### src/rtl/calc_core_bcd.sv
`timescale 1ns/1ps
// calc_core_bcd
// Multi-digit integer calculator engine between the keypad one-shot stage and
// the character-LCD driver. Two operands of up to DIGITS decimal digits are
// entered as key pulses, combined by add/sub/mul in binary, and the binary
// result is converted to BCD with a sequential double-dabble pass.
//
// Ports:
//   clk_100hz  system clock
//   rst        asynchronous active-high reset
//   key_valid  single-cycle key strobe
//   key_code   0-9 digit, 10 '+', 11 '-', 12 '*', 13 '=', 14 clear, 15 ignored
//   a_bcd      operand A, BCD, right-aligned
//   b_bcd      operand B, BCD, right-aligned
//   op         00 none, 01 add, 10 sub, 11 mul
//   res_bcd    result magnitude, BCD (2*DIGITS digits)
//   res_neg    result sign
//   busy       high while calculating or converting
//   done       one-cycle pulse when res_bcd becomes valid
//   err        sticky flag: chaining attempted with a result that cannot be A
//   state_o    current state encoding
module calc_core_bcd #(
  parameter int DIGITS = 2,
  parameter int OPW    = 7
) (
  input  logic                  clk_100hz,
  input  logic                  rst,
  input  logic                  key_valid,
  input  logic [3:0]            key_code,
  output logic [4*DIGITS-1:0]   a_bcd,
  output logic [4*DIGITS-1:0]   b_bcd,
  output logic [1:0]            op,
  output logic [8*DIGITS-1:0]   res_bcd,
  output logic                  res_neg,
  output logic                  busy,
  output logic                  done,
  output logic                  err,
  output logic [2:0]            state_o
);

  localparam int RW  = 2 * OPW;
  localparam int RD  = 2 * DIGITS;
  localparam int DW  = 4 * RD + RW;        // double-dabble working register
  localparam int CW  = $clog2(RW + 1);     // covers both OPW and RW cycle counts
  localparam int DCW = $clog2(DIGITS + 1);

  function automatic logic [RW-1:0] pow10(input int n);
    logic [RW-1:0] p;
    p = RW'(1);
    for (int i = 0; i < n; i++) p = p * RW'(10);
    return p;
  endfunction

  // Smallest value that no longer fits in a DIGITS-digit operand.
  localparam logic [RW-1:0] LIMIT = pow10(DIGITS);

  typedef enum logic [2:0] {
    ENTER_A = 3'b000,
    ENTER_B = 3'b001,
    CALC    = 3'b010,
    CONV    = 3'b011,
    SHOW    = 3'b100
  } state_t;

  state_t              state_q, state_d;
  logic [OPW-1:0]      a_bin_q, a_bin_d, b_bin_q, b_bin_d;
  logic [4*DIGITS-1:0] a_bcd_q, a_bcd_d, b_bcd_q, b_bcd_d;
  logic [DCW-1:0]      a_cnt_q, a_cnt_d, b_cnt_q, b_cnt_d;
  logic [1:0]          op_q, op_d;
  logic [RW-1:0]       r_q, r_d;
  logic [RW-1:0]       mcand_q, mcand_d;
  logic [OPW-1:0]      mplier_q, mplier_d;
  logic [CW-1:0]       cnt_q, cnt_d;
  logic [DW-1:0]       dd_q, dd_d;
  logic [4*RD-1:0]     res_bcd_q, res_bcd_d;
  logic                res_neg_q, res_neg_d;
  logic                busy_q, busy_d;
  logic                done_q, done_d;
  logic                err_q, err_d;

  // Key decode
  logic       is_digit, is_op, is_eq, is_clr;
  logic [1:0] key_op;

  assign is_digit = key_valid && (key_code <= 4'd9);
  assign is_op    = key_valid && (key_code >= 4'd10) && (key_code <= 4'd12);
  assign is_eq    = key_valid && (key_code == 4'd13);
  assign is_clr   = key_valid && (key_code == 4'd14);

  always_comb begin
    key_op = 2'b00;
    case (key_code)
      4'd10:   key_op = 2'b01;
      4'd11:   key_op = 2'b10;
      4'd12:   key_op = 2'b11;
      default: key_op = 2'b00;
    endcase
  end

  // One shift-add multiply step: accumulate the shifted multiplicand when the
  // current multiplier LSB is set.
  logic [RW-1:0] prod_step;
  assign prod_step = r_q + (mplier_q[0] ? mcand_q : '0);

  // Double-dabble step: add 3 to every BCD nibble >= 5, then shift the whole
  // {bcd, binary} register left by one.
  logic [4*RD-1:0] dd_adj;
  logic [DW-1:0]   dd_shift;

  for (genvar gi = 0; gi < RD; gi++) begin : g_dabble
    logic [3:0] nib;
    assign nib                  = dd_q[RW + 4*gi +: 4];
    assign dd_adj[4*gi +: 4]    = (nib >= 4'd5) ? nib + 4'd3 : nib;
  end

  assign dd_shift = {dd_adj, dd_q[RW-1:0]} << 1;

  always_comb begin
    state_d   = state_q;
    a_bin_d   = a_bin_q;
    b_bin_d   = b_bin_q;
    a_bcd_d   = a_bcd_q;
    b_bcd_d   = b_bcd_q;
    a_cnt_d   = a_cnt_q;
    b_cnt_d   = b_cnt_q;
    op_d      = op_q;
    r_d       = r_q;
    mcand_d   = mcand_q;
    mplier_d  = mplier_q;
    cnt_d     = cnt_q;
    dd_d      = dd_q;
    res_bcd_d = res_bcd_q;
    res_neg_d = res_neg_q;
    done_d    = 1'b0;
    err_d     = err_q;

    case (state_q)
      ENTER_A: begin
        if (is_digit) begin
          if (a_cnt_q < DCW'(DIGITS)) begin
            a_bin_d = a_bin_q * OPW'(10) + OPW'(key_code);
            a_bcd_d = (a_bcd_q << 4) | (4*DIGITS)'(key_code);
            a_cnt_d = a_cnt_q + 1'b1;
          end
        end else if (is_op) begin
          op_d    = key_op;
          state_d = ENTER_B;
        end
      end

      ENTER_B: begin
        if (is_digit) begin
          if (b_cnt_q < DCW'(DIGITS)) begin
            b_bin_d = b_bin_q * OPW'(10) + OPW'(key_code);
            b_bcd_d = (b_bcd_q << 4) | (4*DIGITS)'(key_code);
            b_cnt_d = b_cnt_q + 1'b1;
          end
        end else if (is_op) begin
          op_d = key_op;
        end else if (is_eq) begin
          // Multiplier setup is done here for every op; add/sub ignore it.
          // An empty B is already binary zero.
          r_d      = '0;
          mcand_d  = RW'(a_bin_q);
          mplier_d = b_bin_q;
          cnt_d    = '0;
          state_d  = CALC;
        end
      end

      CALC: begin
        if (op_q == 2'b11) begin
          res_neg_d = 1'b0;
          r_d       = prod_step;
          mcand_d   = mcand_q << 1;
          mplier_d  = mplier_q >> 1;
          if (cnt_q == CW'(OPW - 1)) begin
            dd_d    = DW'(prod_step);
            cnt_d   = '0;
            state_d = CONV;
          end else begin
            cnt_d = cnt_q + 1'b1;
          end
        end else begin
          if (op_q == 2'b10) begin
            // Magnitude plus sign, so subtraction never wraps.
            if (a_bin_q >= b_bin_q) begin
              r_d       = RW'(a_bin_q - b_bin_q);
              res_neg_d = 1'b0;
            end else begin
              r_d       = RW'(b_bin_q - a_bin_q);
              res_neg_d = 1'b1;
            end
          end else begin
            r_d       = RW'(a_bin_q) + RW'(b_bin_q);
            res_neg_d = 1'b0;
          end
          dd_d    = DW'(r_d);
          cnt_d   = '0;
          state_d = CONV;
        end
      end

      CONV: begin
        dd_d = dd_shift;
        if (cnt_q == CW'(RW - 1)) begin
          // Final shift lands directly in the result register.
          res_bcd_d = dd_shift[DW-1 -: 4*RD];
          done_d    = 1'b1;
          cnt_d     = '0;
          state_d   = SHOW;
        end else begin
          cnt_d = cnt_q + 1'b1;
        end
      end

      SHOW: begin
        if (is_digit) begin
          a_bin_d = OPW'(key_code);
          a_bcd_d = (4*DIGITS)'(key_code);
          a_cnt_d = DCW'(1);
          b_bin_d = '0;
          b_bcd_d = '0;
          b_cnt_d = '0;
          op_d    = 2'b00;
          err_d   = 1'b0;
          state_d = ENTER_A;
        end else if (is_op) begin
          if (!res_neg_q && (r_q < LIMIT)) begin
            a_bin_d = r_q[OPW-1:0];
            a_bcd_d = res_bcd_q[4*DIGITS-1:0];
            a_cnt_d = DCW'(DIGITS);
            b_bin_d = '0;
            b_bcd_d = '0;
            b_cnt_d = '0;
            op_d    = key_op;
            state_d = ENTER_B;
          end else begin
            err_d = 1'b1;
          end
        end
      end

      default: state_d = ENTER_A;
    endcase

    // Clear wins over everything, including an operation in flight.
    if (is_clr) begin
      state_d   = ENTER_A;
      a_bin_d   = '0;
      b_bin_d   = '0;
      a_bcd_d   = '0;
      b_bcd_d   = '0;
      a_cnt_d   = '0;
      b_cnt_d   = '0;
      op_d      = 2'b00;
      r_d       = '0;
      mcand_d   = '0;
      mplier_d  = '0;
      cnt_d     = '0;
      dd_d      = '0;
      res_bcd_d = '0;
      res_neg_d = 1'b0;
      done_d    = 1'b0;
      err_d     = 1'b0;
    end

    busy_d = (state_d == CALC) || (state_d == CONV);
  end

  always_ff @(posedge clk_100hz or posedge rst) begin
    if (rst) begin
      state_q   <= ENTER_A;
      a_bin_q   <= '0;
      b_bin_q   <= '0;
      a_bcd_q   <= '0;
      b_bcd_q   <= '0;
      a_cnt_q   <= '0;
      b_cnt_q   <= '0;
      op_q      <= 2'b00;
      r_q       <= '0;
      mcand_q   <= '0;
      mplier_q  <= '0;
      cnt_q     <= '0;
      dd_q      <= '0;
      res_bcd_q <= '0;
      res_neg_q <= 1'b0;
      busy_q    <= 1'b0;
      done_q    <= 1'b0;
      err_q     <= 1'b0;
    end else begin
      state_q   <= state_d;
      a_bin_q   <= a_bin_d;
      b_bin_q   <= b_bin_d;
      a_bcd_q   <= a_bcd_d;
      b_bcd_q   <= b_bcd_d;
      a_cnt_q   <= a_cnt_d;
      b_cnt_q   <= b_cnt_d;
      op_q      <= op_d;
      r_q       <= r_d;
      mcand_q   <= mcand_d;
      mplier_q  <= mplier_d;
      cnt_q     <= cnt_d;
      dd_q      <= dd_d;
      res_bcd_q <= res_bcd_d;
      res_neg_q <= res_neg_d;
      busy_q    <= busy_d;
      done_q    <= done_d;
      err_q     <= err_d;
    end
  end

  assign a_bcd   = a_bcd_q;
  assign b_bcd   = b_bcd_q;
  assign op      = op_q;
  assign res_bcd = res_bcd_q;
  assign res_neg = res_neg_q;
  assign busy    = busy_q;
  assign done    = done_q;
  assign err     = err_q;
  assign state_o = state_q;

endmodule

### config.mk
export PLATFORM = sky130hd
export DESIGN_NAME = calc_core_bcd
export DESIGN_NICKNAME = d
export VERILOG_FILES = /design/src/rtl/calc_core_bcd.sv
export SDC_FILE = /design/constraint.sdc
export NUM_CORES = 1
export LEC_CHECK = 0
export BUFFER_PORTS_ARGS = -buffer_cell sky130_fd_sc_hd__buf_2
export CAP_MARGIN = 5
export CORE_MARGIN = 2
export CORE_UTILIZATION = 55
export CTS_BUF_LIST = sky130_fd_sc_hd__clkbuf_4
export CTS_CLUSTER_DIAMETER = 120
export CTS_CLUSTER_SIZE = 40
export DETAILED_ROUTE_END_ITERATION = 10
export HOLD_SLACK_MARGIN = 0.03
export MAX_ROUTING_LAYER = met4
export PLACE_DENSITY = 0.71
export SLEW_MARGIN = 20
export SYNTH_ARGS = -nofsm -noshare
export SYNTH_HDL_FRONTEND = slang
export SYNTH_SLANG_ARGS = --single-unit
### constraint.sdc
create_clock -name clk_100hz -period 4.4 [get_ports clk_100hz]
set_input_delay 0.22 -clock clk_100hz [delete_from_list [all_inputs] [get_ports clk_100hz]]
set_output_delay 0.22 -clock clk_100hz [all_outputs]
set_load 0.03 [all_outputs]
==> flow_metrics.tcl, run 1 <==
set metrics [dict create \
    final_area_um2 9020 \
    setup_viol 0 \
    power.leakage_nw 4.16 \
    clk_pin_slew_worst_paths_ps 130 \
    routed_wirelength_mm 21.0 \
    hold_viol_final 0 \
    dp_hpwl_mm 14.9 \
    cp.arrival_ps 3460 \
    post_synth_main_area_contributors "dfrtp_1 (38%), ha_1 (8.4%), a21oi_1 (5.2%)" \
    clkPwrFrac_pct 14.3 \
    async_reset_ff_share_pct 100 \
    period_share_pct 68.8 \
    core_area_um2 15000 \
    cts.path.max_buffers 2 \
    fmax_mhz 330 \
    cp_slowest_cell "dfrtp_1" \
    clock_latency_ps 560 \
    tightestPinTransition_ps 811 \
    syn2layout_area_growth_pct 8.06 \
    grt_start_max_net_pins 63 \
    max_stage_delay_ps 610 \
    drt-initial-drc-count 596 \
    ys_ff_latch 127 \
    intPower_mw 3.48 \
    crit_type "register to register" \
    cts_buffers 17 \
    drc_errors 0 \
    synthCells 915 \
    cts_tree "yes" \
    ys_warn_count 0 \
    synth_nets 986 \
    power_density_nw_per_um2 728 \
    worstSetupStartpointType "register" \
    grt_usage_pct 27.9 \
    ys_types 68 \
    ys.flop_type "dfrtp_1" \
    numPortBuffers 47 \
    initial_core_util_pct 55.5 \
    clock_sinks 127 \
    required_ps 4830 \
    grt_pass1_wl_mm 34.8 \
    grt_pass1_vias 6701 \
    fillers 1312 \
    drtPass1Iterations 7 \
    syn_area_um2 8350 \
    fin_setup_tns_ps 0 \
    cp_top_family "compound AO/OA/AOI/OAI gates" \
    vias 7015 \
    cts_root_buffer "clkbuf_4" \
    power_mw 6.56 \
    cp_max_fo 9 \
    comb_power_share_pct 55.0 \
    slew_headroom_pct 45.6 \
    yosysSeqAreaShare_pct 38.1 \
    synth_edf_count 0 \
    antenna_found_initial 1 \
    ir_drop_uv 420 \
    rsz0062_at_grt "no" \
    path_buf_inv 2 \
    die_h_um 127 \
    synth_largest_area_cell "dfrtp_1" \
    maxSlewViolCount 0 \
    placed_area_um2 8680 \
    yosys.area.top_type_share_pct 38.1 \
    skew_ps 31.6 \
    vias_per_cell 6.13 \
    ant_nets 0 \
    ios 48 \
    row_count 45 \
    worstPathCellList "inv_1 > fa_1 > a211oi_1 > a21oi_1 > nor2b_1 > buf_4 > mux2_2 > o211ai_1 > o22ai_1" \
    status "complete, no violations" \
    post-route-min-period_ps 3030 \
    die_x_um 127 \
    dieArea_um2 16200 \
    maxCapViolCount 0 \
    ctsResizeCount 0 \
    crit_path_end_kind "register" \
    min_path_type "input port to register" \
    seqPwrFrac_pct 30.7 \
    overflow 0 \
    htreeDepth 4 \
    drive_gt1_share_pct 13.0 \
    wl_per_cell_um 18.3 \
    power.switching_mw 3.08 \
    sw_frac_of_total_pct 47.0 \
    finalNetCount 1014 \
    gp_congestion 0.955 \
    synth_area_per_cell_um2 9.12 \
]
## state kept, by name (all words and copies together) (netlist names), 2 cells and up
signal	cells
a_bcd	8
a_bin_q	7
a_cnt_q	2
b_bcd	7
b_bin_q	7
b_cnt_q	2
cnt_q	4
dd_q	30
mcand_q	14
mplier_q	7
op	2
r_q	14
res_bcd	16
state_o	3
## through the flow
step	util, %	hold WS [ps]	worst slack [ps]	instances
floorplan	-	444	796	915
finish	60.0	61.1	1370	1145
global placement	57.8	419	1470	1111
CTS	60.0	31.7	1380	1144
global route	60.0	48.4	1150	1145
detailed placement	57.8	424	1440	1111
## cell usage after synthesis (19+ instances only)
cell type    n
a21oi_1     86
nand2_1     88
ha_1        56
dfrtp_1    127
nor2_1      65
a22o_1      31
xnor2_1     27
nand3_1     19
nor3_1      26
o21ai_0     32
clkbuf_1    23
mux2i_1     20
a22oi_1     21
inv_1       39
## worst paths after layout
| check | from | to | cells past startpoint | slack [ps] |
|---|---|---|---|---|
| min reg2reg | a_bcd[6] | a_bcd[6] | 2 | 500 |
| min | key_code[0] | b_bin_q[0] | 2 | 60 |
| min in group asynchronous | rst | b_bcd[7] | 3 | 340 |
| max in group asynchronous | rst | r_q[2] | 4 | 3040 |
| max reg2reg | b_bin_q[1] | dd_q[8] | 9 | 1370 |
| max | b_bin_q[1] | dd_q[8] | 9 | 1370 |
## cells in the final DEF, fill, tap and decap left out, types with 8 or more instances in the layout
cell type,synthesis,layout
a211oi_1,10,10
a21o_1,10,10
a21oi_1,86,86
a221oi_1,8,8
a22o_1,31,31
a22oi_1,21,21
and2_1,17,17
buf_2,18,47
buf_4,4,14
clkbuf_4,0,19
dfrtp_1,127,127
fa_1,8,8
ha_1,56,56
inv_1,39,38
mux2i_1,20,20
nand2_1,88,88
nand2b_1,14,14
nand3_1,19,19
nor2_1,65,63
nor2b_1,10,10
nor3_1,26,25
nor3b_1,9,8
o21ai_0,32,32
o21ai_1,15,15
o22ai_1,12,12
o31ai_1,14,14
o31ai_2,11,11
xnor2_1,27,27
xor2_1,11,11
## area by class of cell
type	instances	area (um^2)	area share [%]
sequential	127	3180	35.2
inverter	40	153	1.69
tap	188	235	2.61
clock buffer	19	143	1.58
multi-input combinational	695	4780	52.9
timing repair buffer	62	350	3.88
antenna	1	2.50	0.0277
clock inverter	13	184	2.04
## repair_timing
action / 4_1_cts / 5_1_grt
setup buffers: 0 / 0
hold endpoints to repair: 60 / 0
hold buffers: 1 / 0
## per-layer routing
| metal | vias up | track usage [%] | routed length (um) |
|---|---|---|---|
| met2 | 209 | 42.6 | 9670 |
| li1 | 3370 | - | - |
| met5 | - | - | 0 |
| met3 | 31 | 5.57 | 1060 |
| met1 | 3405 | 38.5 | 9890 |
| met4 | 0 | 7.56 | 369 |
## power by group through the flow
| stage | clock (mW) | sequential (mW) | combinational, mW |
|---|---|---|---|
| CTS | 0.955 | 2.00 | 3.59 |
| global placement | 0 | 2.02 | 3.53 |
| floorplan | 0 | 2.04 | 2.68 |
| global route | 1.00 | 2.07 | 4.01 |
| finish | 0.941 | 2.01 | 3.61 |
| detailed placement | 0 | 2.02 | 3.57 |
## logic make-up (layout without fill, tap and decap cells)
kind of cell	after synthesis	count (layout)	synth area share (%)
compound gates	298	298	24.4
simple gates	271	271	15.4
fa+ha+maj	64	64	10.3
flops	127	127	38.1
mux	24	24	2.94
xor+xnor	38	38	3.99
buf+inv	93	134	4.90
other cells	0	1	0
Note: power is estimated with default switching activity, not from simulation.
==> run 2, diff against run 1 <==
Settings changed: ABC_AREA set to 1, PLACE_DENSITY 0.71 to 0.74.
Clock period 4.4 ns to 2.7 ns, I/O delays scaled along.
==> run 2 against run 1 <==
  * Wire length is 6.6% higher
  * Die area is 1.6% higher
  * Core utilization rose by 2.0 points
  * Cell area grew 4.1%
  * Final cell count rose by 25%
  * Largest power group unchanged
  * Via count up 13%
  * Setup slack got worse by 1100 ps
  * Critical path type unchanged
  * Largest cell class unchanged
  * Non-clock buffer count increased by 21
==> flow_metrics.tcl, run 2 <==
set metrics [dict create \
    status "complete, no violations" \
    ir_drop_uv 685 \
    multiInputGateArea_um2 4530 \
    power_density_nw_per_um2 1210 \
    syn_area_um2 8480 \
    antenna_found_initial 1 \
    cts_tree "yes" \
    yosys.area.top_type_share_pct 37.5 \
    regMostFlops "dd_q" \
    tightestPinTransition_ps 694 \
    synth_edf_count 0 \
    max_stage_delay_ps 430 \
    final_area_um2 9400 \
    die_h_um 128 \
    synth_nets 1231 \
    fmax_mhz 413 \
    min_path_type "input port to register" \
    cp_slowest_cell "dfrtp_2" \
    place_inst 1394 \
    setup.worst_path.start "a_bin_q[5]" \
    grt_usage_pct 29.6 \
    ys_warn_count 0 \
    routed_wirelength_mm 22.4 \
    drc_errors 0 \
    cts.path.max_buffers 2 \
    period_share_pct 89.6 \
    drtPass1Iterations 5 \
    post_synth_main_area_contributors "dfrtp_1 (37%), nand2_1 (15%), ha_1 (8.3%)" \
    cpMostUsedCell "o21ai_0" \
    fin_cells 1431 \
    fillers 1380 \
    synth_area_per_cell_um2 7.31 \
    clock_latency_ps 570 \
    ant_nets 0 \
    crit_type "register to register" \
    numPortBuffers 47 \
    cts_setup_buffers 0 \
    vias 7892 \
    post-route-min-period_ps 2420 \
    worstPathCellList "inv_1 > ha_2 > nand2_1 > nor2_1 > nand2_1 > nand3_1 > nor2_4 > o21ai_0 > o21bai_1 > o21ai_0 > o21ai_0" \
    cts_buffers 17 \
    final_common_cell "nand2_1" \
    rsz0062_at_grt "no" \
    synth.most_common_cell "nand2_1" \
    grt_start_max_net_pins 128 \
    hp-start "key_code[2]" \
    grt_pass1_vias 7602 \
    largest_register_ffs 30 \
    cp.arrival_ps 2870 \
    ios 48 \
    drive_gt1_share_pct 12.2 \
    clock_sinks 127 \
    power_mw 11.4 \
    slew_headroom_pct 53.7 \
    final-seq-area_um2 3180 \
    dieArea_um2 16400 \
    r2r-start "a_bin_q[5]" \
    finalNetCount 1300 \
    most-common-layout-cells "nand2_1 (338), inv_1 (166), dfrtp_1 (124), nor2_1 (85), o21ai_0 (83)" \
    cp_max_fo 9 \
    maxSlewViolCount 0 \
    clk_pin_slew_worst_paths_ps 130 \
    setup_viol 0 \
    htreeDepth 4 \
    ys.flop_type "dfrtp_1" \
    ys_types 43 \
    synthCells 1160 \
    overflow 0 \
    row_count 45 \
    crit_path_end_kind "register" \
    power.leakage_nw 4.94 \
    gp_congestion 0.969 \
    syn2layout_area_growth_pct 10.7 \
    fin_setup_tns_ps 0 \
    hold_viol_final 0 \
    die_x_um 128 \
    yosysSeqAreaShare_pct 37.5 \
    initial_core_util_pct 56.0 \
    wl_per_cell_um 15.6 \
    ys_ff_latch 127 \
    drt-initial-drc-count 635 \
    synth_largest_area_cell "dfrtp_1" \
    vias_per_cell 5.52 \
    holdWs_ps 64.0 \
    grt_pass1_wl_mm 37.2 \
    core_area_um2 15100 \
    worstSetupStartpointType "register" \
    synth.cells.most_frequent "nand2_1 (340), inv_1 (168), dfrtp_1 (127)" \
    placed_area_um2 9060 \
    required_ps 3150 \
    async_reset_ff_share_pct 100 \
    dp_hpwl_mm 16.9 \
    skew_ps 20.3 \
    cts_root_buffer "clkbuf_4" \
    maxCapViolCount 0 \
]
run 2: kinds of logic after synthesis:
kind of cell               synth area share [%]
and+or+nand+nor                            24.3
AOI/OAI and AO/OA                          15.7
buffers and inverters                      9.51
DFF                                        37.5
adders and majority gates                  10.1
xor gates and xnor gates                   2.89
run 2: layout make-up:
cell class | count | share of cell area, %
antenna | 1 | 0.0266
clock buffer | 17 | 1.36
clock inverter | 15 | 1.45
inverter | 174 | 6.99
multi-input combinational | 826 | 48.2
sequential | 127 | 33.9
tap | 188 | 2.50
timing repair buffer | 83 | 5.62
run 2: what timing repair did:
item | in CTS | in global routing
endpoints found under the setup margin | 0 | 23
resized for setup | 0 | 15
hold buffers | 4 | 0
endpoints found under the hold margin | 133 | 0
run 2: path summary, 6_finish.rpt:
path	end	slack, ps	cells past startpoint
max	dd_q[1]	280	11
min	b_bcd[2]	60	3
max reg2reg	dd_q[1]	280	11
min reg2reg	a_bcd[5]	480	2
max in group asynchronous	mplier_q[0]	1860	4
min in group asynchronous	a_bcd[7]	290	4
run 2: metrics by stage:
step / setup WS [ps] / utilization [%]
global route: 33.6 / 62.0
CTS: 39.7 / 61.8
global placement: 97.5 / 59.8
detailed placement: 69.2 / 59.8
finish: 280 / 62.0
floorplan: 366 / -
run 2: worst max-delay path: cells and delay by family, from the launching register on:
family	cells	cell delay, ps
compound gates	4	740
fa+ha+maj	1	430
buf+inv	1	80
flops	1	430
simple gates	5	650
run 2: per-layer routing:
layer | track usage [%] | part of all wire [%]
met1 | 39.0 | 46
met2 | 45.9 | 46
met3 | 4.88 | 5.2
met4 | 11.8 | 2.6
met5 | - | 0
run 2: power breakdown:
group	switching (mW)	internal, mW
sequential	0.502	2.51
clock	0.794	0.461
combinational	4.59	2.51
==> run 3, diff against run 2 <==
Settings changed: CELL_PAD_IN_SITES_DETAIL_PLACEMENT set to 1, CELL_PAD_IN_SITES_GLOBAL_PLACEMENT set to 2, CORE_UTILIZATION 55 to 34, PLACE_DENSITY 0.74 to 0.78.
==> run 3 against run 2 <==
  * Clock power grew 29%
  * Core utilization shrank 22 points
  * Die area grew 60%
  * Final cell count grew 9.8%
  * First-iteration DRC count shrank 35%
  * Critical path depth grew 4
  * Global-route usage shrank 7.0 points
  * Fmax shrank 4.0%
  * Worst hold slack gained 19 ps
  * Setup slack lost 100 ps
  * Total power grew 5.9%
  * Sequential share of layout area shrank 1.1 points
  * Critical path type unchanged
==> flow_metrics.tcl, run 3 (synthesized netlist as in run 2, its figures left out) <==
set metrics [dict create \
    cp.arrival_ps 2990 \
    initial_core_util_pct 34.8 \
    dieArea_um2 26200 \
    drc_errors 0 \
    path_depth 15 \
    reg2reg_depth 15 \
    power.leakage_nw 5.02 \
    setup_ws_ps 179 \
    fillers 3057 \
    clock_sinks 127 \
    cp_max_fo 8 \
    multiInputGateArea_um2 4520 \
    drive_gt1_share_pct 12.2 \
    post-route-min-period_ps 2520 \
    final-seq-area_um2 3180 \
    routed_wirelength_mm 27.7 \
    met1_length_mm 13.7 \
    power_density_nw_per_um2 1240 \
    rsz0062_at_grt "no" \
    status "complete, no violations" \
    wl_met2_mm 12.9 \
    holdPathStages 3 \
    overflow 0 \
    finalNetCount 1304 \
    top_layer_used "met4" \
    drt-initial-drc-count 410 \
    worstPathCellList "inv_1 > ha_2 > nand2_1 > nor2_1 > nand2_1 > nand3_1 > nor2_1 > buf_4 > nand2_1 > nand3_1 > nand2_2 > nand2_1 > nand2_1 > nand2_1 > o21ai_0" \
    vias 7926 \
    cts_root_buffer "clkbuf_4" \
    gp_congestion 0.882 \
    clk_pin_slew_worst_paths_ps 140 \
    grt_usage_pct 22.6 \
    cts_tree "yes" \
    power_mw 12.0 \
    slew_headroom_pct 46.1 \
    drtPass1Iterations 5 \
    ir_drop_uv 504 \
    path_buf_inv 2 \
    grt_pass1_vias 8240 \
    tightestPinTransition_ps 805 \
    core_area_um2 24400 \
    syn2layout_area_growth_pct 14.3 \
    maxCapViolCount 0 \
    ant_nets 0 \
    skew_ps 24.9 \
    largest_register_ffs 30 \
    maxSlewViolCount 0 \
    wl_met3_um 719 \
    cp_slowest_cell "dfrtp_2" \
    fin_setup_tns_ps 0 \
    worstSetupStartpointType "register" \
    ios 48 \
    fmax_mhz 397 \
    hold_viol_final 0 \
    pre_cts_ws_ps -86.0 \
    placed_area_um2 9290 \
    cp_top_family "simple AND/OR/NAND/NOR gates" \
    final_area_um2 9700 \
    cpMostUsedCell "nand2_1" \
    die_x_um 162 \
    crit_type "register to register" \
    numPortBuffers 47 \
    cts_buffers 17 \
    required_ps 3170 \
    holdWs_ps 83.4 \
    setup_viol 0 \
    vias_per_cell 5.05 \
    cts.path.max_buffers 2 \
    clock_latency_ps 550 \
    min_path_type "input port to register" \
    grt_pass1_wl_mm 45.1 \
    period_share_pct 93.4 \
    row_count 57 \
    dp_hpwl_mm 21.2 \
    htreeDepth 4 \
    final_common_cell "nand2_1" \
    grt_start_max_net_pins 80 \
    wl_per_cell_um 17.6 \
    crit_path_end_kind "register" \
    regMostFlops "dd_q" \
    max_stage_delay_ps 450 \
    most-common-layout-cells "nand2_1 (338), inv_1 (167), dfrtp_1 (124), nor2_1 (87), o21ai_0 (84)" \
    antenna_found_initial 1 \
    die_h_um 162 \
]
run 3: worst register-to-register path, stage by stage, from the launching register on:
cell	delay, ps
dfrtp_2	450
inv_1	90
ha_2	430
nand2_1	130
nor2_1	210
nand2_1	130
nand3_1	100
nor2_1	50
buf_4	150
nand2_1	70
nand3_1	160
nand2_2	180
nand2_1	100
nand2_1	80
nand2_1	50
o21ai_0	70
run 3: final cells by class:
cell class,count,share of cell area (%)
sequential,127,32.8
tap,324,4.18
clock inverter,14,2.10
multi-input combinational,826,46.6
clock buffer,18,1.39
antenna,1,0.0258
inverter,174,6.77
timing repair buffer,87,6.17
run 3: path summary, 6_finish.rpt:
kind                              from           to  slack [ps]
setup / recovery            a_bin_q[6]      dd_q[9]         180
hold / removal             key_code[2]     b_bcd[2]          80
setup reg to reg            a_bin_q[6]      dd_q[9]         180
hold reg to reg               a_bcd[5]     a_bcd[5]         490
max in group asynchronous          rst  mplier_q[0]        2010
min in group asynchronous          rst     b_bcd[6]         220
run 3: through the flow:
stage,utilization [%],instances
6_report,39.8,1571
5_1_grt,39.8,1571
4_1_cts,39.7,1570
3_5_place_dp,38.1,1533
3_3_place_gp,38.1,1533
2_1_floorplan,-,1160
run 3: metal layers:
metal	up-vias	GRT usage [%]
li1	3898	-
met1	3899	30.7
met2	106	35.9
met3	23	3.12
met4	0	5.31
met5	-	-
run 3: power by group:
group | internal [mW] | switching [mW]
Sequential | 2.51 | 0.520
Combinational | 2.59 | 4.80
Clock | 0.766 | 0.861
run 3: repair_timing:
action	CTS	global route
resized for setup	2	8
endpoints found under the setup margin	7	17
hold buffers	5	0
endpoints found under the hold margin	131	0
pin swaps	0	0
setup buffers	0	0
